File: config.mk
export PLATFORM = sky130hd
export DESIGN_NAME = niosii_system_nios2_qsys_0_nios2_oci_dct_packer_flat
export DESIGN_NICKNAME = d
export VERILOG_FILES = /design/src/rtl/niosii_system_nios2_qsys_0_nios2_oci_dct_packer_if.sv /design/src/rtl/niosii_system_nios2_qsys_0_nios2_oci_dct_packer.sv /design/src/flat_wrapper.sv
export SDC_FILE = /design/constraint.sdc
export NUM_CORES = 1
export LEC_CHECK = 0
export ABC_AREA = 1
export BUFFER_PORTS_ARGS = -buffer_cell sky130_fd_sc_hd__buf_2
export CORE_ASPECT_RATIO = 0.7
export CORE_UTILIZATION = 52
export CTS_CLUSTER_SIZE = 20
export DETAILED_ROUTE_END_ITERATION = 6
export GPL_TIMING_DRIVEN = 0
export HOLD_SLACK_MARGIN = 0.08
export MAX_ROUTING_LAYER = met4
export PLACE_DENSITY_LB_ADDON = 0.12
export RECOVER_POWER = 50
export SYNTH_ARGS = -nofsm -noshare
export SYNTH_HDL_FRONTEND = slang
export SYNTH_SLANG_ARGS = --single-unit
File: constraint.sdc
create_clock -name clk -period 2.3 [get_ports clk]
set_input_delay 0.46 -clock clk [delete_from_list [all_inputs] [get_ports clk]]
set_output_delay 0.46 -clock clk [all_outputs]
set_load 0.05 [all_outputs]
File: src/rtl/niosii_system_nios2_qsys_0_nios2_oci_dct_packer_if.sv
// DCT frame handshake between the trace packer and its consumer.
// The master holds a frame stable until the slave takes it with dct_ready.
interface niosii_system_nios2_qsys_0_nios2_oci_dct_packer_if;
    logic [29:0] dct_buffer;
    logic [3:0]  dct_count;
    logic        dct_valid;
    logic        dct_ready;

    modport master (
        output dct_buffer,
        output dct_count,
        output dct_valid,
        input  dct_ready
    );

    modport slave (
        input  dct_buffer,
        input  dct_count,
        input  dct_valid,
        output dct_ready
    );
endinterface

File: src/rtl/niosii_system_nios2_qsys_0_nios2_oci_dct_packer.sv
// Packs 2-bit OCI trace atoms into 15-atom DCT frames behind a
// one-deep holding register, with run/drain/ended sequencing.
module niosii_system_nios2_qsys_0_nios2_oci_dct_packer #(
    parameter int IDLE_FLUSH = 64
) (
    input  logic       clk,
    input  logic       reset_n,
    input  logic       trace_start,
    input  logic       trace_stop,
    input  logic       atom_valid,
    input  logic [1:0] atom,
    input  logic       flush,
    input  logic       clr_overflow,
    niosii_system_nios2_qsys_0_nios2_oci_dct_packer_if.master dct,
    output logic       test_ending,
    output logic       test_has_ended,
    output logic       overflow,
    output logic [7:0] drop_count
);

    typedef enum logic [1:0] {
        S_IDLE,
        S_RUN,
        S_DRAIN,
        S_ENDED
    } state_t;

    localparam bit          AUTO_EN   = (IDLE_FLUSH != 0);
    localparam logic [15:0] IDLE_MAX  = 16'(IDLE_FLUSH);
    localparam logic [15:0] IDLE_LAST =
        (IDLE_FLUSH == 0) ? 16'd0 : 16'(IDLE_FLUSH - 1);

    state_t      state_q, state_d;
    logic [29:0] pk_buf_q, pk_buf_d;
    logic [3:0]  pk_cnt_q, pk_cnt_d;
    logic        flush_pend_q, flush_pend_d;
    logic [15:0] idle_q, idle_d;
    logic [29:0] hold_buf_q;
    logic [3:0]  hold_cnt_q;
    logic        hold_vld_q;

    logic in_run, stop_run, hold_free, xfer;
    logic auto_hit, emit, acc, drop, drained;

    assign dct.dct_buffer = hold_buf_q;
    assign dct.dct_count  = hold_cnt_q;
    assign dct.dct_valid  = hold_vld_q;
    assign test_has_ended = (state_q == S_ENDED);

    always_comb begin
        in_run    = (state_q == S_RUN);
        stop_run  = in_run & trace_stop;
        hold_free = ~hold_vld_q | dct.dct_ready;
        xfer      = hold_vld_q & dct.dct_ready;
        // Atom presence alone blocks the idle timeout, keeping it off the acc path.
        auto_hit  = AUTO_EN && in_run && (pk_cnt_q != 4'd0)
                    && !atom_valid && (idle_q == IDLE_LAST);
        emit      = hold_free && ((pk_cnt_q == 4'd15)
                    || ((pk_cnt_q != 4'd0) && (flush_pend_q || auto_hit
                        || state_q == S_DRAIN)));
        acc       = in_run && atom_valid && ((pk_cnt_q != 4'd15) || emit);
        drop      = in_run && atom_valid && (pk_cnt_q == 4'd15) && !hold_free;
        drained   = (pk_cnt_q == 4'd0) && !flush_pend_q && !hold_vld_q;
    end

    always_comb begin
        pk_buf_d = emit ? 30'd0 : pk_buf_q;
        pk_cnt_d = emit ? 4'd0 : pk_cnt_q;
        if (acc) begin
            for (int i = 0; i < 15; i++) begin
                if (pk_cnt_d == 4'(i)) pk_buf_d[2*i +: 2] = atom;
            end
            pk_cnt_d = pk_cnt_d + 4'd1;
        end
        // A request only survives while there is something left to flush.
        flush_pend_d = ((flush_pend_q | auto_hit) & ~emit)
                       | flush | stop_run;
        if (pk_cnt_d == 4'd0) flush_pend_d = 1'b0;
    end

    always_comb begin
        idle_d = idle_q;
        if (acc || emit || !in_run) idle_d = 16'd0;
        else if (pk_cnt_q != 4'd0 && idle_q != IDLE_MAX)
            idle_d = idle_q + 16'd1;
    end

    always_comb begin
        state_d = state_q;
        unique case (state_q)
            S_IDLE:  if (trace_start) state_d = S_RUN;
            S_RUN:   if (trace_stop) state_d = S_DRAIN;
            S_DRAIN: if (drained) state_d = S_ENDED;
            S_ENDED: if (trace_start) state_d = S_RUN;
            default: state_d = S_IDLE;
        endcase
    end

    always_ff @(posedge clk or negedge reset_n) begin
        if (!reset_n) begin
            state_q      <= S_IDLE;
            pk_buf_q     <= '0;
            pk_cnt_q     <= '0;
            flush_pend_q <= 1'b0;
            idle_q       <= '0;
            test_ending  <= 1'b0;
        end else begin
            state_q      <= state_d;
            pk_buf_q     <= pk_buf_d;
            pk_cnt_q     <= pk_cnt_d;
            flush_pend_q <= flush_pend_d;
            idle_q       <= idle_d;
            test_ending  <= stop_run;
        end
    end

    always_ff @(posedge clk or negedge reset_n) begin
        if (!reset_n) begin
            hold_buf_q <= '0;
            hold_cnt_q <= '0;
            hold_vld_q <= 1'b0;
        end else if (emit) begin
            hold_buf_q <= pk_buf_q;
            hold_cnt_q <= pk_cnt_q;
            hold_vld_q <= 1'b1;
        end else if (xfer) begin
            hold_vld_q <= 1'b0;
        end
    end

    // A drop in the clearing cycle counts as the first drop of the new tally.
    always_ff @(posedge clk or negedge reset_n) begin
        if (!reset_n) begin
            overflow   <= 1'b0;
            drop_count <= '0;
        end else begin
            if (drop) overflow <= 1'b1;
            else if (clr_overflow) overflow <= 1'b0;
            if (clr_overflow) drop_count <= drop ? 8'd1 : 8'd0;
            else if (drop && drop_count != 8'hFF)
                drop_count <= drop_count + 8'd1;
        end
    end

endmodule

File: src/flat_wrapper.sv
// flat-port wrapper written by rule: the top's interface ports become plain ports
module niosii_system_nios2_qsys_0_nios2_oci_dct_packer_flat 
#(
    parameter int IDLE_FLUSH = 64
)
  (clk, reset_n, trace_start, trace_stop, atom_valid, atom, flush, clr_overflow, test_ending, test_has_ended, overflow, drop_count, dct_dct_buffer, dct_dct_count, dct_dct_valid, dct_dct_ready);
  niosii_system_nios2_qsys_0_nios2_oci_dct_packer_if dct_i ();
  input  logic clk;
  input  logic reset_n;
  input  logic trace_start;
  input  logic trace_stop;
  input  logic atom_valid;
  input  logic [1:0] atom;
  input  logic flush;
  input  logic clr_overflow;
  output logic test_ending;
  output logic test_has_ended;
  output logic overflow;
  output logic [7:0] drop_count;
  output wire logic [$bits(dct_i.dct_buffer)-1:0] dct_dct_buffer;
  output wire logic [$bits(dct_i.dct_count)-1:0] dct_dct_count;
  output wire logic [$bits(dct_i.dct_valid)-1:0] dct_dct_valid;
  input wire logic [$bits(dct_i.dct_ready)-1:0] dct_dct_ready;
  assign dct_dct_buffer = dct_i.dct_buffer;
  assign dct_dct_count = dct_i.dct_count;
  assign dct_dct_valid = dct_i.dct_valid;
  assign dct_i.dct_ready = dct_dct_ready;
  niosii_system_nios2_qsys_0_nios2_oci_dct_packer #(.IDLE_FLUSH(IDLE_FLUSH)) u_core (.clk(clk), .reset_n(reset_n), .trace_start(trace_start), .trace_stop(trace_stop), .atom_valid(atom_valid), .atom(atom), .flush(flush), .clr_overflow(clr_overflow), .dct(dct_i), .test_ending(test_ending), .test_has_ended(test_has_ended), .overflow(overflow), .drop_count(drop_count));
endmodule
; Word level (Yosys, flattened, before mapping)
; Index checks and enable logic that the tools add are counted.
[word_totals]
input_bits = 10
out_inout_bits = 46
ff_bits = 98
word_cells = 116
[classes]
eq_ne = 25
bitwise = 9
n_addsub = 3
mux = 33
reduce_logical = 35
[ops]
columns = operator, count
row1 = 2-to-1 mux 30 bit, 2
row2 = 2-to-1 mux 2 bit, 18
row3 = == test 4 bit (second input constant), 8
row4 = 2-to-1 mux 16 bit, 2
row5 = adder 16 x 1 -> 16 bit (second input constant), 1
row6 = == test 16 x 6 -> 1 bit (second input constant), 1
row7 = == test 4 x 3 -> 1 bit (second input constant), 4
row8 = 2-to-1 mux 8 bit, 2
row9 = inequality test 16 x 7 -> 1 bit (second input constant), 1
row10 = logical AND 1 bit, 13
row11 = zero test 4 bit, 3
row12 = adder 8 x 1 -> 8 bit (second input constant), 1
row13 = == test 4 x 2 -> 1 bit (second input constant), 2
row14 = 2-to-1 mux 4 bit, 2
row15 = inequality test 8 bit (second input constant), 1
row16 = nonzero test 2 bit, 4
row17 = logical OR 1 bit, 6
row18 = 2-to-1 mux 1 bit, 6
row19 = case mux 2 bit (3 select lines), 1
row20 = zero test 1 bit, 5
row21 = adder 4 x 1 -> 4 bit (second input constant), 1
row22 = == test 2 bit (second input constant), 2
row23 = == test 4 x 1 -> 1 bit (second input constant), 1
row24 = inequality test 2 x 1 -> 1 bit (second input constant), 2
row25 = other kinds (10), 16

; Longest topological paths before layout
; Gate-level depths: netlist of run 1.
[logic_depth]
ltp_word = 14
ltp_mapped = 23
mapped_depth_nobuf = 22

; Worst setup path before layout of run 1
; OpenSTA, ideal clock, no wires.
[synth_timing]
path_kind = register to register
from = reg u_core.state_q[1]
to = reg u_core.flush_pend_q
path_buffers = 1
synth_period_minus_slack_ps = 2349
stages_incl_launch_ff = 20
required_time_ps = 2178
setup_time_ps = 122
arrival_time_ps = 2227
slack_ps = -49
path_cell_list = dfrtp_1 > inv_1 > ha_1 > inv_1 > nor2_1 > nand2_1 > nor2_1 > nand3_1 > nand3_1 > nand2_1 > nand2_1 > nand2_2 > buf_6 > nand2_2 > ha_1 > or2_2 > nand2_1 > nand3_1 > nor2_1 > nor2_1
[synth_between]
elab_chain_cells = 14
elab_cells_between_ends = 24
cone_classes = add/sub (1) / eq/ne (2) / mux (3) / bitwise (6) / reduce/logical (12)
[synth_lines]
columns = element, line
row1 = from (decl), niosii_system_nios2_qsys_0_nios2_oci_dct_packer.sv:33  ; state_t state_q, state_d;
row2 = from (signal assigned), niosii_system_nios2_qsys_0_nios2_oci_dct_packer.sv:108  ; state_q <= state_d;
row3 = == test 2 x 1 -> 1 bit, niosii_system_nios2_qsys_0_nios2_oci_dct_packer.sv:51  ; in_run = (state_q == S_RUN);
row4 = logical AND 1 bit, niosii_system_nios2_qsys_0_nios2_oci_dct_packer.sv:56  ; auto_hit = AUTO_EN && in_run && (pk_cnt_q != 4'd0)
row5 = logical AND 1 bit (2 in a row), niosii_system_nios2_qsys_0_nios2_oci_dct_packer.sv:57  ; && !atom_valid && (idle_q == IDLE_LAST);
row6 = logical OR 1 bit, niosii_system_nios2_qsys_0_nios2_oci_dct_packer.sv:59  ; || ((pk_cnt_q != 4'd0) && (flush_pend_q || auto_hit
row7 = logical OR 1 bit, niosii_system_nios2_qsys_0_nios2_oci_dct_packer.sv:60  ; || state_q == S_DRAIN)));
row8 = logical AND 1 bit, niosii_system_nios2_qsys_0_nios2_oci_dct_packer.sv:59
row9 = logical OR 1 bit, niosii_system_nios2_qsys_0_nios2_oci_dct_packer.sv:59
row10 = logical AND 1 bit, niosii_system_nios2_qsys_0_nios2_oci_dct_packer.sv:58  ; emit = hold_free && ((pk_cnt_q == 4'd15)
row11 = "2-to-1 mux 4 bit, or another cell as far along", niosii_system_nios2_qsys_0_nios2_oci_dct_packer.sv:68  ; pk_cnt_d = emit ? 4'd0 : pk_cnt_q;
row12 = "adder 4 x 1 -> 4 bit, or another cell as far along", niosii_system_nios2_qsys_0_nios2_oci_dct_packer.sv:73  ; pk_cnt_d = pk_cnt_d + 4'd1;
row13 = 2-to-1 mux 4 bit or OR 1 bit (tied branches), "niosii_system_nios2_qsys_0_nios2_oci_dct_packer.sv:69, niosii_system_nios2_qsys_0_nios2_oci_dct_packer.sv:77"
row14 = zero test 4 bit or OR 1 bit (tied branches), "niosii_system_nios2_qsys_0_nios2_oci_dct_packer.sv:78, niosii_system_nios2_qsys_0_nios2_oci_dct_packer.sv:77"
row15 = 2-to-1 mux 1 bit (*), niosii_system_nios2_qsys_0_nios2_oci_dct_packer.sv:78  ; if (pk_cnt_d == 4'd0) flush_pend_d = 1'b0;
row16 = net u_core.flush_pend_d, niosii_system_nios2_qsys_0_nios2_oci_dct_packer.sv:36  ; logic flush_pend_q, flush_pend_d;
row17 = to (signal assigned), niosii_system_nios2_qsys_0_nios2_oci_dct_packer.sv:111  ; flush_pend_q <= flush_pend_d;
row18 = to (decl), niosii_system_nios2_qsys_0_nios2_oci_dct_packer.sv:36
; Mark *: on every way through the listed nets, which the timed path passes. The rest lies on a longest branch.
; A chain may end at the register's enable or synchronous reset.

; Final worst setup path of run 1
[layout_timing]
from = reg u_core.state_q[1]
to = reg u_core.flush_pend_q
[layout_between]
elab_chain_cells = 14
elab_cells_between_ends = 24
cone_classes = add/sub (1) / eq/ne (2) / mux (3) / bitwise (6) / reduce/logical (12)
[layout_lines]
columns = element, line
row1 = == test 2 x 1 -> 1 bit, niosii_system_nios2_qsys_0_nios2_oci_dct_packer.sv:51
row2 = logical AND 1 bit, niosii_system_nios2_qsys_0_nios2_oci_dct_packer.sv:56
row3 = logical AND 1 bit (2 in a row), niosii_system_nios2_qsys_0_nios2_oci_dct_packer.sv:57
row4 = logical OR 1 bit, niosii_system_nios2_qsys_0_nios2_oci_dct_packer.sv:59
row5 = logical OR 1 bit, niosii_system_nios2_qsys_0_nios2_oci_dct_packer.sv:60
row6 = logical AND 1 bit, niosii_system_nios2_qsys_0_nios2_oci_dct_packer.sv:59
row7 = logical OR 1 bit, niosii_system_nios2_qsys_0_nios2_oci_dct_packer.sv:59
row8 = logical AND 1 bit, niosii_system_nios2_qsys_0_nios2_oci_dct_packer.sv:58
row9 = 2-to-1 mux 4 bit or logical OR 1 bit (tied branches), "niosii_system_nios2_qsys_0_nios2_oci_dct_packer.sv:68, niosii_system_nios2_qsys_0_nios2_oci_dct_packer.sv:61"
row10 = adder 4 x 1 -> 4 bit or logical AND 1 bit (tied branches), "niosii_system_nios2_qsys_0_nios2_oci_dct_packer.sv:73, niosii_system_nios2_qsys_0_nios2_oci_dct_packer.sv:61"
row11 = 2-to-1 mux 4 bit (*), niosii_system_nios2_qsys_0_nios2_oci_dct_packer.sv:69  ; if (acc) begin
row12 = net u_core.pk_cnt_d[2], niosii_system_nios2_qsys_0_nios2_oci_dct_packer.sv:35  ; logic [3:0] pk_cnt_q, pk_cnt_d;
row13 = zero test 4 bit (*), niosii_system_nios2_qsys_0_nios2_oci_dct_packer.sv:78
row14 = 2-to-1 mux 1 bit (*), niosii_system_nios2_qsys_0_nios2_oci_dct_packer.sv:78
row15 = net u_core.flush_pend_d, niosii_system_nios2_qsys_0_nios2_oci_dct_packer.sv:36
; Marks and branches as above.

==> flow_summary_export.csv, run 1 <==
group,metric,value,unit
run_status,status,"finished, violations left",
run_status,violations,"DRC, setup timing",
floorplan,io_pins,56,
critical_path,crit_fanout,4,
global_route,track_usage,0.248,
timing,tightest_slew,1120,ps
place,io_buffers,55,
power_and_ir_drop,p_seq_frac,0.332,
synthesis,synth_common_cells,"nand2_1, dfrtp_1, nor2_1",
timing,hold_viol,0,
final_layout,fin_cells,713,
global_route,grt_pass1_wl,16.6,mm
final_layout,multiInputGateArea,2110,sq um
detailed_routing,initialDrtViolationCount,215,
place,gp_congestion,0.806,
timing,setup_slack,-124,ps
place,hpwl,6.53,mm
timing,slew_viol_final,0,
synthesis,synth_area_leaders,"dfrtp_1, nand2_1, nand3_1",
detailed_routing,vias_per_cell,5.32,
clocking,root_buffer,"clkbuf_16",
final_layout,syn_to_final_growth,31.3,%
clocking,path_clk_slew,60,ps
power_and_ir_drop,total_power,6.24,mW
synthesis,synth_edf_count,0,
global_route,antenna_found_initial,0,
min_path,worstHoldPathType,"in2async",
final_layout,final_net_count,627,
synthesis,ys_seq_elements,98,
clocking,numCtsBuffers,9,
synthesis,ys_seq_area_frac,0.556,
final_layout,seq_area,2450,sq um
power_and_ir_drop,p_per_area,1080,nW/um^2
power_and_ir_drop,p_int,3.63,mW
power_and_ir_drop,comb_power_share,0.428,
global_route,grt_pass1_vias,3562,
place,dp_cells,668,
power_and_ir_drop,peakVddDrop,0.000458,V
final_layout,fin_util,0.720,
synthesis,synth_top_flop_cell,"dfrtp_1",
critical_path,path_class,"reg2reg",
critical_path,endpoint_kind,"register",
floorplan,core-area,8040,sq um
clocking,cts_tree,"done",
power_and_ir_drop,leakage,3.01,nW
clocking,cts.sinks,98,
power_and_ir_drop,p_switching,2.61,mW
synthesis,synth_cell_type_count,34,
synthesis,netlist.area_leader.share,0.556,
clocking,clk_latency,350,ps
flow_run,drv_cap,0,
power_and_ir_drop,p_clk_frac,0.240,
synthesis,syn_area,4410,sq um
timing,fmax,413,MHz
timing,fin_crit,2420,ps
floorplan,start_util,0.548,
timing,slew_headroom,0.252,
timing,finClkSkew,4.84,ps
detailed_routing,route.detailed.drc,4,
global_route,grt_max_degree,53,
critical_path,start_kind,"register",
power_and_ir_drop,p_sw_frac,0.419,
detailed_routing,dr_total_vias,3793,
floorplan,die_w,112,um
critical_path,required,2530,ps
global_route,grt_overflow,0,
final_layout,diodes,0,
synthesis,yosysMostFrequentCell,"nand2_1",
clocking,htree_levels,3,
synthesis,syn-instance-count,511,
timing,rsz0062_at_grt,"true",
floorplan,die_area,8850,sq um
detailed_routing,drt_first_pass_iters,7,
synthesis,yosys_warnings,0,
synthesis,syn_nets,531,
clocking,clk_path_buf_depth,2,
synthesis,synth_top_area_cell,"dfrtp_1",
critical_path,crit_arrival,2660,ps
timing,fin_crit_sh,1.05,
floorplan,num_rows,27,
clocking,ctsHoldBuffers,0,
detailed_routing,routed_wirelength,10.9,mm
timing,setup-violations-final,29,
final_layout,drive_gt1_frac,0.335,
final_layout,fillCellCount,595,
synthesis,synthArstFlopShare,1.00,
synthesis,postSynthAreaPerCell,8.63,sq um
detailed_routing,ant_nets,0,
floorplan,die_y,79.0,um
timing,fin_tns_setup,-1270,ps
detailed_routing,drt-wirelength-per-cell,15.3,um
==> routing by layer <==
| layer | part of all wire | track usage |
|---|---|---|
| met1 | 0.45 | 0.332 |
| met2 | 0.48 | 0.378 |
| met3 | 0.054 | 0.0595 |
| met4 | 0.019 | 0.0760 |
| met5 | 0 | - |
==> worst paths after layout <==
kind,startpoint,endpoint,slack [ps],depth (start not counted)
setup / recovery,u_core.state_q[1],u_core.flush_pend_q,-120,23
min in group clk,trace_stop,u_core.test_ending,350,3
setup reg to reg,u_core.state_q[1],u_core.flush_pend_q,-120,23
hold / removal,reset_n,u_core.drop_count[5],320,1
hold reg to reg,u_core.dct.dct_buffer[6],u_core.dct.dct_buffer[6],470,2
max in group asynchronous,reset_n,u_core.pk_buf_q[18],560,2
==> cells in the final DEF (no fill, tap or decap), drive strengths merged <==
cell      count
nand2       169
nor3          8
o21bai        1
a21oi         7
clkinv        2
xor2          7
nor4          1
and2          1
dfrtp        98
o21ai        39
a21o          1
xnor2         1
buf          95
nand4         4
nand3        45
clkbuf       16
o211ai        1
nor2         51
a221oi        2
nor3b         3
inv          45
clkinvlp      1
ha           10
or2           1
o31ai         2
bufinv        1
==> area by class of cell <==
class,instances,area share
timing repair buffer,85,0.0913
multi-input combinational,354,0.365
sequential,98,0.424
buffer,14,0.0151
clock inverter,4,0.00887
inverter,45,0.0309
tap,101,0.0218
clock buffer,12,0.0426
==> registers in the layout (all words and copies together), names as in the netlist <==
| signal | flops |
|---|---|
| u_core.idle_q | 16 |
| u_core.flush_pend_q | 1 |
| u_core.state_q | 2 |
| u_core.dct.dct_buffer | 30 |
| u_core.pk_cnt_q | 4 |
| u_core.dct.dct_count | 4 |
| u_core.test_ending | 1 |
| u_core.dct.dct_valid | 1 |
| u_core.pk_buf_q | 30 |
| u_core.drop_count | 8 |
| u_core.overflow | 1 |
==> metrics by stage <==
stage | setup WS, ps | hold WS [ps] | area, sq um
after CTS | -34.2 | 136 | 5350
after floorplan | 15.9 | 164 | 4420
after global routing | -216 | 364 | 5790
final | -124 | 319 | 5790
after detailed placement | -312 | 460 | 4850
after global placement | -226 | 457 | 4820
==> cells by family after synthesis <==
kind of cell / Yosys count / synth area share
adder cells (fa/ha/maj): 10 / 0.0284
AO/OA/AOI/OAI: 53 / 0.0664
flip-flops: 98 / 0.556
XOR/XNOR: 8 / 0.0159
buffers and inverters: 59 / 0.0568
AND/OR/NAND/NOR: 283 / 0.276
==> power by group through the flow <==
stage | logic [mW] | registers (mW) | clock network [mW]
after global routing | 2.85 | 2.09 | 1.58
after detailed placement | 1.89 | 2.12 | 0
final | 2.67 | 2.07 | 1.50
after global placement | 1.84 | 2.11 | 0
after CTS | 2.15 | 2.05 | 1.52
after floorplan | 1.09 | 2.41 | 0
==> critical path, cell delays in order, from the launching register on <==
cell and delay (ps):
dfrtp_1 400, inv_2 70, ha_4 130, inv_2 40, nor2_1 110, nand2_1 80, nor2_2 120, nand3_2 120
nand3_2 80, nand2_1 40, nand2_1 80, nand2_2 80, buf_8 150, nand2_8 80, inv_4 50, ha_4 160
nand2_4 70, inv_4 40, nand2_2 60, nand2_2 70, inv_2 60, nand3_2 80, nor2_2 90, nor2_1 60
==> timing repair <==
item                                    4_1_cts  5_1_grt
pin swaps                                     5       33
gates resized for setup                      16      106
buffers inserted                             21       10
endpoints found under the setup margin       32       73
(Power assumes the default switching activity.)
==> run 2, diff against run 1 <==
Settings changed: SETUP_SLACK_MARGIN set to 0.15.
==> flow_summary_export.csv, run 2 (synthesis results as in run 1) <==
group,metric,value,unit
power_and_ir_drop,p_seq_frac,0.302,
min_path,worstHoldPathType,"in2reg",
floorplan,core-area,8040,sq um
detailed_routing,dr_total_vias,3740,
critical_path,crit_buf_inv,5,
critical_path,crit_arrival,2600,ps
final_layout,fin_util,0.739,
flow_run,drv_cap,0,
critical_path,start_kind,"register",
global_route,antenna_found_initial,0,
timing,setup_slack,-80.2,ps
power_and_ir_drop,leakage,3.07,nW
final_layout,final_net_count,626,
place,dp_cells,668,
place,gp_congestion,0.833,
critical_path,max_stage_delay,400,ps
critical_path,crit_fanout,4,
critical_path,ff2ff_path_depth,20,
detailed_routing,route.detailed.drc,4,
final_layout,drive_gt1_frac,0.329,
floorplan,io_pins,56,
critical_path,path_delay_family,"simple AND/OR/NAND/NOR gates",
floorplan,die_y,79.0,um
clocking,path_clk_slew,70,ps
power_and_ir_drop,p_clk_frac,0.210,
floorplan,num_rows,27,
timing,fmax,420,MHz
timing,tightest_slew,842,ps
power_and_ir_drop,comb_power_share,0.487,
run_status,violations,"DRC, setup timing",
final_layout,diodes,0,
clocking,numCtsBuffers,9,
place,io_buffers,55,
global_route,track_usage,0.241,
detailed_routing,drt_first_pass_iters,7,
global_route,grt_overflow,0,
final_layout,final_cell_mix,"nand2_1, dfrtp_1, buf_2",
floorplan,die_w,112,um
timing,hold_viol,0,
power_and_ir_drop,p_per_area,1160,nW/um^2
power_and_ir_drop,peakVddDrop,0.000631,V
floorplan,start_util,0.548,
floorplan,die_area,8850,sq um
place,hpwl,6.60,mm
critical_path,required,2520,ps
timing,slew_headroom,0.438,
min_path,hold_path_end,"u_core.drop_count[4]",
power_and_ir_drop,p_int,4.13,mW
min_path,hold_depth,2,
detailed_routing,routed_wirelength,10.7,mm
detailed_routing,ant_nets,0,
global_route,grt_max_degree,69,
critical_path,critPathSlowestCell,"dfrtp_1",
critical_path,path_cells,"inv_2 > ha_4 > inv_2 > nor2_2 > nand2_1 > nor2_1 > nand3_1 > nand3_1 > nand2_1 > nand2_1 > nand2_2 > buf_12 > nand2_8 > ha_1 > inv_2 > nor2_4 > buf_4 > nand2_4 > nand3_2 > o21ai_1",
critical_path,path_depth,20,
critical_path,path_class,"reg2reg",
critical_path,r2r_slack,-80,ps
detailed_routing,drt-wirelength-per-cell,15.1,um
run_status,status,"finished, violations left",
final_layout,fillCellCount,570,
timing,rsz0062_at_grt,"true",
critical_path,reg2reg_to,"u_core.pk_buf_q[29]",
timing,fin_crit_sh,1.03,
global_route,grt_pass1_vias,3466,
clocking,clk_path_buf_depth,2,
clocking,cts.sinks,98,
final_layout,fin_cells,712,
clocking,root_buffer,"clkbuf_16",
timing,finClkSkew,8.43,ps
critical_path,endpoint_kind,"register",
detailed_routing,vias_per_cell,5.25,
power_and_ir_drop,p_sw_frac,0.400,
clocking,clk_latency,340,ps
final_layout,syn_to_final_growth,34.7,%
global_route,grt_pass1_wl,16.2,mm
timing,setup-violations-final,9,
power_and_ir_drop,total_power,6.88,mW
min_path,hp-start,"clr_overflow",
timing,fin_tns_setup,-279,ps
clocking,cts_tree,"done",
final_layout,layout.cells.most_common,"nand2_1",
place,pre_cts_ws,-235,ps
critical_path,r2r-start,"u_core.state_q[1]",
timing,slew_viol_final,0,
clocking,htree_levels,3,
timing,fin_crit,2380,ps
power_and_ir_drop,p_switching,2.75,mW
detailed_routing,initialDrtViolationCount,215,
-- run 2: cell count changes in the layout (fill, tap and decap cells not counted), moves of 5 or more --
cell,before,now
nand2_1,145,131
nand2_2,8,22
buf_2,61,51
buf_4,28,19
clkbuf_1,4,10
clkbuf_16,9,15
nand3_2,29,23
buf_8,1,6
nand3_1,16,21
-- run 2: cell type report --
class | instances | area [sq um] | share of cell area
Clock inverter | 1 | 7.51 | 0.00126
Sequential cell | 98 | 2460 | 0.414
Clock buffer | 15 | 278 | 0.0468
Timing Repair Buffer | 84 | 606 | 0.102
Buffer | 14 | 179 | 0.0301
Tap cell | 101 | 126 | 0.0213
Inverter | 45 | 191 | 0.0322
Multi-Input combinational cell | 354 | 2090 | 0.353
-- run 2: worst max-delay path by stage --
| stage | startpoint | endpoint | slack (ps) |
|---|---|---|---|
| 6_report | u_core.state_q[1] | u_core.pk_buf_q[29] | -80 |
| 5_1_grt | u_core.state_q[1] | u_core.pk_buf_q[29] | -270 |
| 4_1_cts | u_core.state_q[1] | u_core.flush_pend_q | -7 |
| 3_5_place_dp | u_core.state_q[1] | u_core.pk_buf_q[13] | -240 |
| 3_3_place_gp | reset_n | u_core.pk_cnt_q[2] | -370 |
| 2_1_floorplan | u_core.state_q[1] | u_core.flush_pend_q | 100 |
-- run 2: power groups by stage --
stage	registers [mW]	clock network [mW]	logic, mW
6_report	2.08	1.45	3.35
4_1_cts	2.06	1.46	2.38
3_3_place_gp	2.12	0	1.93
2_1_floorplan	2.42	0	1.18
3_5_place_dp	2.13	0	1.99
5_1_grt	2.10	1.53	3.57
-- run 2: layer usage --
metal	global-route usage	vias to the layer above	wire, um
met5	-	-	0
met4	0.0667	0	140
met3	0.0466	14	429
met2	0.376	89	5080
met1	0.327	1813	5080
li1	-	1824	-
-- run 2: worst register-to-register path, delay by kind of cell (launching register included) --
family | cells | cell delay (ps)
fa+ha+maj | 2 | 290
flops | 1 | 400
buf+inv | 5 | 480
compound gates | 1 | 70
simple gates | 12 | 1030
-- run 2: repair_timing --
action                                  in CTS  in global routing
endpoints found under the setup margin      33                 78
gates resized for setup                     44                 92
hold buffers                                 1                  0
hold endpoints to repair                    30                  0
pin swaps                                   20                 18
buffers inserted                            13                  8
gates cloned                                 0                  6
-- run 2: stage by stage --
stage	area, sq um	hold slack, ps
after floorplan	4480	164
after global placement	4880	458
after detailed placement	4910	419
after CTS	5470	339
after global routing	5940	346
final	5940	340
